==> src/rtl/reaction_pkg.sv <==
// Shared types and defaults for the reaction timer block.
package reaction_pkg;

  // 50 MHz system clock divided down to a 1 ms tick.
  localparam int TICK_DIV_DEF = 50000;
  // Largest value a 4-digit display can show; also the timeout point.
  localparam int MAX_MS_DEF   = 9999;

  // Round state. The encoding is fixed so a checker can decode it.
  typedef enum logic [2:0] {
    IDLE   = 3'd0,
    ARMED  = 3'd1,
    TIMING = 3'd2,
    DONE   = 3'd3,
    FAULT  = 3'd4
  } state_t;

  // True while a round is live and the delay stage should run.
  function automatic logic is_active(input state_t s);
    return (s == ARMED) || (s == TIMING);
  endfunction

endpackage

==> src/rtl/ms_tick.sv <==
// Millisecond prescaler: counts 0..TICK_DIV-1 while run is high and
// emits a one-cycle tick on the last count. clear forces the phase to 0.
module ms_tick
  import reaction_pkg::*;
#(
  parameter int TICK_DIV = TICK_DIV_DEF
) (
  input  logic clk,
  input  logic reset,
  input  logic clear,
  input  logic run,
  output logic tick
);

  localparam int            CW   = (TICK_DIV > 1) ? $clog2(TICK_DIV) : 1;
  localparam logic [CW-1:0] LAST = CW'(TICK_DIV - 1);

  logic [CW-1:0] count;

  // Phase counter; clear wins over run so entry always starts at phase 0.
  always_ff @(posedge clk or posedge reset) begin
    if (reset) begin
      count <= '0;
    end else if (clear) begin
      count <= '0;
    end else if (run) begin
      count <= (count == LAST) ? '0 : count + CW'(1);
    end
  end

  assign tick = run && !clear && (count == LAST);

endmodule

==> src/rtl/reaction_timer.sv <==
// Reaction timer: arms the LED delay stage, times LED-on to button press
// in milliseconds, flags false starts and timeouts, and keeps the best
// (lowest) genuine time since reset.
//
// Handshake note: there is no valid/ready pair here. start is a one-cycle
// command accepted in any state; led_on and button are level inputs;
// valid/false_start/timeout are result levels held until the next start.
module reaction_timer
  import reaction_pkg::*;
#(
  parameter int TICK_DIV = TICK_DIV_DEF,
  parameter int MAX_MS   = MAX_MS_DEF,
  parameter int W        = 14
) (
  input  logic         clk,
  input  logic         reset,
  input  logic         start,
  input  logic         led_on,
  input  logic         button,
  output logic         lighter_en,
  output logic [W-1:0] time_ms,
  output logic [W-1:0] best_ms,
  output logic         valid,
  output logic         false_start,
  output logic         timeout,
  output logic         busy
);

  localparam logic [W-1:0] MAX_VAL = W'(MAX_MS);

  state_t       state;
  state_t       state_next;
  logic [W-1:0] time_next;
  logic [W-1:0] best_next;
  logic         valid_next;
  logic         false_start_next;
  logic         timeout_next;

  logic sync1;
  logic sync2;
  logic sync_prev;
  logic press;
  logic tick;

  // Two-flop synchronizer for the raw button plus the edge-detect history.
  always_ff @(posedge clk or posedge reset) begin
    if (reset) begin
      sync1     <= 1'b0;
      sync2     <= 1'b0;
      sync_prev <= 1'b0;
    end else begin
      sync1     <= button;
      sync2     <= sync1;
      sync_prev <= sync2;
    end
  end

  // A press is the first cycle the synchronized button is seen high.
  assign press = sync2 & ~sync_prev;

  // Prescaler runs only while timing and restarts its phase on every entry.
  ms_tick #(
    .TICK_DIV (TICK_DIV)
  ) u_ms_tick (
    .clk   (clk),
    .reset (reset),
    .clear (state != TIMING),
    .run   (state == TIMING),
    .tick  (tick)
  );

  // Round control: start overrides everything, then per-state events.
  // In TIMING a press beats an abort, and an abort beats a tick.
  always_comb begin
    state_next       = state;
    time_next        = time_ms;
    best_next        = best_ms;
    valid_next       = valid;
    false_start_next = false_start;
    timeout_next     = timeout;

    if (start) begin
      state_next       = ARMED;
      time_next        = '0;
      valid_next       = 1'b0;
      false_start_next = 1'b0;
      timeout_next     = 1'b0;
    end else begin
      case (state)
        ARMED: begin
          if (press) begin
            state_next       = FAULT;
            false_start_next = 1'b1;
          end else if (led_on) begin
            state_next = TIMING;
          end
        end
        TIMING: begin
          if (press) begin
            state_next = DONE;
            valid_next = 1'b1;
            if (time_ms < best_ms) begin
              best_next = time_ms;
            end
          end else if (!led_on) begin
            // Delay stage dropped the LED: abandon the round, keep the count.
            state_next = IDLE;
          end else if (tick) begin
            if (time_ms >= MAX_VAL - W'(1)) begin
              time_next    = MAX_VAL;
              timeout_next = 1'b1;
              state_next   = DONE;
            end else begin
              time_next = time_ms + W'(1);
            end
          end
        end
        default: begin
          // IDLE, DONE and FAULT wait for the next start.
        end
      endcase
    end
  end

  // State and result registers.
  always_ff @(posedge clk or posedge reset) begin
    if (reset) begin
      state       <= IDLE;
      time_ms     <= '0;
      best_ms     <= MAX_VAL;
      valid       <= 1'b0;
      false_start <= 1'b0;
      timeout     <= 1'b0;
    end else begin
      state       <= state_next;
      time_ms     <= time_next;
      best_ms     <= best_next;
      valid       <= valid_next;
      false_start <= false_start_next;
      timeout     <= timeout_next;
    end
  end

  // Enable trails the state by one cycle, so it drops the cycle after the
  // round leaves ARMED/TIMING and the delay stage then clears the LED.
  always_ff @(posedge clk or posedge reset) begin
    if (reset) begin
      lighter_en <= 1'b0;
    end else begin
      lighter_en <= is_active(state);
    end
  end

  assign busy = is_active(state);

endmodule
==> config.mk <==
export PLATFORM = sky130hd
export DESIGN_NAME = reaction_timer
export DESIGN_NICKNAME = d
export VERILOG_FILES = /design/src/rtl/reaction_pkg.sv /design/src/rtl/ms_tick.sv /design/src/rtl/reaction_timer.sv
export SDC_FILE = /design/constraint.sdc
export NUM_CORES = 1
export LEC_CHECK = 0
export BUFFER_PORTS_ARGS = -buffer_cell sky130_fd_sc_hd__buf_2
export CAP_MARGIN = 20
export CORE_ASPECT_RATIO = 1.1
export CORE_UTILIZATION = 50
export DETAILED_ROUTE_END_ITERATION = 10
export PLACE_DENSITY = 0.8
export SLEW_MARGIN = 40
export SYNTH_ARGS = -nofsm -noshare
export SYNTH_HDL_FRONTEND = slang
export SYNTH_SLANG_ARGS = --single-unit
export TNS_END_PERCENT = 100
==> constraint.sdc <==
create_clock -name clk -period 3.2 [get_ports clk]
set_input_delay 0.16 -clock clk [delete_from_list [all_inputs] [get_ports clk]]
set_output_delay 0.16 -clock clk [all_outputs]
set_load 0.02 [all_outputs]
# Word-level counts from Yosys, hierarchy flattened
# Index checks and enable logic that the tools add are counted.
dict set report classes {
  add_sub_neg 2
  mul 0
  div_mod_pow 0
  n_lt_le_gt_ge 2
  n_eq_ne 8
  shift 0
  muxes 28
  bitwise_logic 3
  reduce_logical 18
}
# operator n
set op_table {}
lappend op_table {{14-bit two-way mux} 6}
lappend op_table {{16-bit two-way mux} 3}
lappend op_table {{3-bit two-way mux} 7}
lappend op_table {{16-bit by 1-bit adder with 16-bit output, second input constant} 1}
lappend op_table {{16-bit == test, second input constant} 1}
lappend op_table {{14-bit by 1-bit adder with 14-bit output, second input constant} 1}
lappend op_table {{14-bit >= comparator, second input constant} 1}
lappend op_table {{14-bit less-than comparator} 1}
lappend op_table {{2-bit nonzero test} 7}
lappend op_table {{4-bit AND reduction} 3}
lappend op_table {{1-bit two-way mux} 11}
lappend op_table {{5-bit != test, second input constant} 2}
lappend op_table {{3-bit one-hot mux with 2 select lines} 1}
lappend op_table {{5-bit AND reduction} 1}
lappend op_table {{4-bit != test, second input constant} 1}
lappend op_table {{2-bit AND reduction} 2}
lappend op_table {{3-bit by 1-bit == test with 1-bit output, second input constant} 1}
lappend op_table {{3-bit by 2-bit == test with 1-bit output, second input constant} 1}
lappend op_table {{3-bit by 2-bit != test with 1-bit output, second input constant} 1}
lappend op_table {{3-bit nonzero test} 1}
lappend op_table {{1-bit logical AND} 2}
lappend op_table {{2-bit != test, second input constant} 1}
lappend op_table {{1-bit NOT} 2}
lappend op_table {{1-bit AND} 1}
lappend op_table {{other kinds (2)} 2}
dict set report word_totals {
  reg_bits 54
  latch_bits 0
  mem_bits_rw 0
  mem_bits_ro 0
  in_bits 5
  out_inout_bits 33
  elab_cells 72
  n_memories 0
}

# Longest topological paths before layout
dict set report depth {
  ltp_word 9
  ltp_mapped 8
  mapped_depth_nobuf 7
}

# Modules after synthesis
# Synthesis repeated with hierarchy kept, for this count alone.
dict set report unflattened {
  cells_unflattened 333
  hier_area_um2 3291.9
}
# mod instances cells_each area_per_inst_um2
set modules_own_cells {}
lappend modules_own_cells {reaction_timer 1 216 2223.4}
lappend modules_own_cells {ms_tick 1 117 1068.5}

# Worst setup path after synthesis
# No wires, ideal clock.
dict set report synth_path {
  path_kind {reg2reg}
  startpoint {reg best_ms[3]}
  endpoint {reg best_ms[4]}
  setup_time_ns 0.125
  arrival_time_ns 2.414
  slack_ns 0.661
  stages_incl_launch_ff 9
  n_path_buf 1
  path_cell_list {dfstp_2 inv_1 ha_1 a211o_1 a21oi_1 o21ai_0 a2111oi_4 buf_6 mux2_4}
}
dict set report synth_via {
  elab_chain_cells 2
}
# element line
set synth_rtl {}
lappend synth_rtl {{start, declared} reaction_timer.sv:22} ;# output logic [W-1:0] best_ms,
lappend synth_rtl {{start signal, assigned} reaction_timer.sv:137} ;# best_ms <= best_next;
lappend synth_rtl {{14-bit less-than comparator} reaction_timer.sv:102} ;# if (time_ms < best_ms) begin
lappend synth_rtl {{4-bit AND reduction (no source line)} --}
# Every way passes these cells.
# A chain may end at the register's enable or synchronous reset.

# Worst setup path in the final report
# Ends and elaborated chain as after synthesis.

==> metrics list <==
- Data on the critical path is required at its endpoint by 3.41 ns.
- Summing all flip-flop and latch instances after layout gives 0.00136 mm^2.
- Area growth from synthesis to layout: 13.5%
- Clock network latency to the later pin of the worst-skew pair: 0.31 ns
- During placement, the flow inserted port buffers numbering 37.
- The min-delay analysis places its worst path in the category input port to flop.
- At the placement stage, the worst setup path has a slack of 0.440 ns.
- Internal cell power: 1.02 mW
- Clock tree synthesis selected as its root buffer the cell sky130_fd_sc_hd__clkbuf_8.
- Global route overflow: 0
- Post-detailed-placement half-perimeter wirelength: 4090 um
* Cell Chain, Critical Path: inv_1, ha_1, a211o_1, a21oi_1, o21ai_0, a2111oi_4, buf_4, mux2_4
- Total detailed-routing wirelength: 5870 um
* Switching power as a share of total power: 28.1%
- Across the run, the number of max-cap violations was 0.
- In this run the static leakage power is 1.48 nW.
- Final setup violating endpoints: 0
- Vias/cell: 5.60
- Summed over all nets, the switching power comes to 0.400 mW.
- The share of the Yosys chip area taken by registers is 46.9%.
- Number of global-route vias before repair: 2170
- Number of nets still failing antenna checks after routing: 0
* Worst Max-Slew Pin Slew: 0.666 ns
- After synthesis the netlist holds a flip-flop and latch count of 54.
- Post-CTS Resized: 0
- In the synthesized netlist the async set-or-reset flop fraction comes to 100%.
- Sum Neg Setup Slack: 0 ns
* Part of the power in the clock network: 32.9%
- Number of DRC markers in iteration 0: 176
* Worst path buffer plus inverter count: 2
- Instance area at placement: 0.00316 mm^2
- Combined area of the multi-input logic cells: 0.00144 mm^2
- IR drop worst, VDD: 0.277 mV
* Routability Congestion: 0.834
- Layout net count: 346
- Of the total power, combinational logic draws 14.7%.
- Clock Sinks: 54
- Hold repair after CTS inserted 2 buffers.
* Total instance count after detailed placement: 391
- Largest net degree at the start of global routing: 55
* Area of the die: 0.00612 mm^2
- In this run the count of I/O pins placed on the die edge is 38.
* Instance count of the mapped netlist: 284
- For the worst setup path, the data arrival time is 2.97 ns.
- The initial antenna violation count is 0.
* Peak clock frequency supported by timing: 362 MHz
* Final hold viol count: 0
- The run finished with clean final reports.
* Largest incremental delay on the critical path: 0.61 ns
* Most used DFF post-synth: sky130_fd_sc_hd__dfrtp_1
* Worst setup margin: 0.439 ns
- Synth top area share: 39.6%
- Cell accounting for the most synthesized area: sky130_fd_sc_hd__dfrtp_1
- The longest clock path from root to sink contains 2 buffers.
- Fill count: 463
- Of all nets on the critical path, the largest fanout is 9.
- Total global-route track usage: 20.5%
* Core Footprint: 0.00550 mm^2
* First-pass GRT wire length: 9650 um
- Post-detailed-route wirelength per cell: 14.6 um
- Post-route cell area: 0.00330 mm^2
- Chip width: 74.7 um
- Cells fill 60.0% of the core in the end.
* Worst max-slew margin expressed relative to the limit: 55.6%
- STA classifies the critical path endpoint as a flop.
- Number of nets in the synthesized netlist: 305
- Per report_power, the sequential group accounts for 52.4% of the total.
* Detailed-routing iteration count for the pre-antenna-repair pass: 4
- Startpoint class of the critical path: flop
- Critical setup path kind: flop to flop
- A synthesized cell averages 10.2 um^2.
- TritonCTS built the clock tree.
- The number of clock buffers added by TritonCTS is 5.
- Final hold analysis gives a worst-case slack of 0.262 ns.
- The repair_antennas step left the layout with diodes totalling 0.
- Among cell families on the critical path, the largest total delay comes from compound AO/OA/AOI/OAI gates.
- Post-route DRC violation count: 0
- On the final layout, the worst clock skew is 0.00825 ns.
- In this run the core area contains 28 standard-cell rows.
- After layout, the design draws a total of 1.42 mW.
- Yosys mapped the design onto 48 distinct sky130hd cell types.
* Part of the cycle the worst path needs: 86.3%
* Shortest period the worst path allows: 2.76 ns
- The synthesized design contains 0 enable-type register cells.
* Synth warnings: 0
- After synthesis, the cell types taking the most area are sky130_fd_sc_hd__dfrtp_1 40%, sky130_fd_sc_hd__dfstp_2 7.2%, sky130_fd_sc_hd__ha_1 6.9%.
- RSZ-0062 raised after global routing: false
* Clock transition at the register clock pins on the worst setup and hold paths after CTS: 0.10 ns
- Y dimension of the die: 81.9 um
- Fraction of layout instances using a drive strength above 1: 22.7%
* Power per unit of standard cell area: 432 mW/mm^2
* Number of H-tree levels: 2
* Post-layout instance count excluding filler cells: 401
* Via count of the routed design: 2244
- Initial Utilization: 52.8%
* Setup fix buffers added after clock tree synthesis: 0
* Max-slew violation total from the final report: 0
- Slowest-stage cell, CP: sky130_fd_sc_hd__a2111oi_4
* Total standard cell area after synthesis: 0.00291 mm^2
## power groups by stage
stage | logic [mW] | clock network (mW) | registers (mW)
floorplan | 0.139 | 0 | 0.771
global placement | 0.204 | 0 | 0.757
detailed placement | 0.211 | 0 | 0.757
CTS | 0.213 | 0.481 | 0.745
global route | 0.240 | 0.500 | 0.750
finish | 0.210 | 0.469 | 0.746
## metal layers
layer  part of all wire [%]  global-route usage (%)  vias to the layer above  wire length (um)
met5                      0                       0                        -                 0
met4                   0.87                    5.28                        0                51
met3                    3.6                    4.17                        7               211
met2                     51                    37.6                       53              3000
met1                     44                    24.2                     1097              2610
li1                       -                       -                     1087                 -
## layout by cell type (no fill, tap or decap), drive strengths merged, types with 8 or more instances in the layout
cell,synthesis,layout
a21oi,22,22
buf,1,38
dfrtp,46,46
dfstp,8,8
ha,16,16
inv,19,19
mux2,13,13
nand2,15,15
nand3,12,12
nor2,33,33
nor3,8,8
xnor2,8,8
## flip-flops by register name, summed over array words and instances (netlist names)
name             cells
timeout              1
sync_prev            1
u_ms_tick.count     16
false_start          1
best_ms             14
valid                1
state                3
lighter_en           1
time_ms             14
sync2                1
sync1                1
## kinds of logic after synthesis
| logic type | after synthesis | share of synthesized area, % |
|---|---|---|
| flops | 54 | 46.9 |
| fa+ha+maj | 16 | 6.89 |
| compound gates | 51 | 11.7 |
| simple gates | 108 | 19.6 |
| mux | 15 | 6.89 |
| buf+inv | 25 | 3.49 |
| xor+xnor | 15 | 4.52 |
## synthesized netlist by cell type (2+ instances only)
cell type / n
sky130_fd_sc_hd__dfrtp_1: 46
sky130_fd_sc_hd__nor2_1: 33
sky130_fd_sc_hd__a21oi_1: 22
sky130_fd_sc_hd__inv_1: 19
sky130_fd_sc_hd__ha_1: 16
sky130_fd_sc_hd__nand2_1: 15
sky130_fd_sc_hd__nand3_1: 12
sky130_fd_sc_hd__mux2_4: 9
sky130_fd_sc_hd__dfstp_2: 8
sky130_fd_sc_hd__nor3_1: 8
sky130_fd_sc_hd__xnor2_1: 8
sky130_fd_sc_hd__and3_1: 7
sky130_fd_sc_hd__o21ai_0: 7
sky130_fd_sc_hd__xor2_1: 7
sky130_fd_sc_hd__nand4_1: 6
sky130_fd_sc_hd__clkbuf_1: 5
sky130_fd_sc_hd__mux2_2: 4
sky130_fd_sc_hd__nand2b_1: 4
sky130_fd_sc_hd__a311oi_1: 3
sky130_fd_sc_hd__and4_1: 3
sky130_fd_sc_hd__nor4_1: 3
sky130_fd_sc_hd__or3_1: 3
sky130_fd_sc_hd__a211oi_1: 2
sky130_fd_sc_hd__a21boi_0: 2
sky130_fd_sc_hd__a21o_1: 2
sky130_fd_sc_hd__a31oi_1: 2
sky130_fd_sc_hd__and2_1: 2
sky130_fd_sc_hd__mux2i_1: 2
sky130_fd_sc_hd__nand3b_1: 2
sky130_fd_sc_hd__nor4bb_1: 2
sky130_fd_sc_hd__o211ai_1: 2
sky130_fd_sc_hd__o21a_1: 2
## cell type report
type / count / share of cell area (%)
repair buffers: 40 / 6.45
flip-flops and latches: 54 / 41.3
clock buffers: 5 / 2.09
well taps: 75 / 2.85
multi-input cells: 205 / 43.7
clock inverters: 3 / 1.37
inverters: 19 / 2.24
## final timing paths
| check | start | endpoint | slack, ns | cells past startpoint |
|---|---|---|---|---|
| worst max-delay path | best_ms[3] | best_ms[4] | 0.44 | 8 |
| worst min-delay path | start | state[2] | 0.26 | 2 |
| worst max register to register | best_ms[3] | best_ms[4] | 0.44 | 8 |
| worst min register to register | sync1 | sync2 | 0.36 | 0 |
| max in group asynchronous | reset | u_ms_tick.count[3] | 2.27 | 3 |
| min in group asynchronous | reset | time_ms[2] | 0.49 | 3 |
Power figures use the tool's default switching activity.
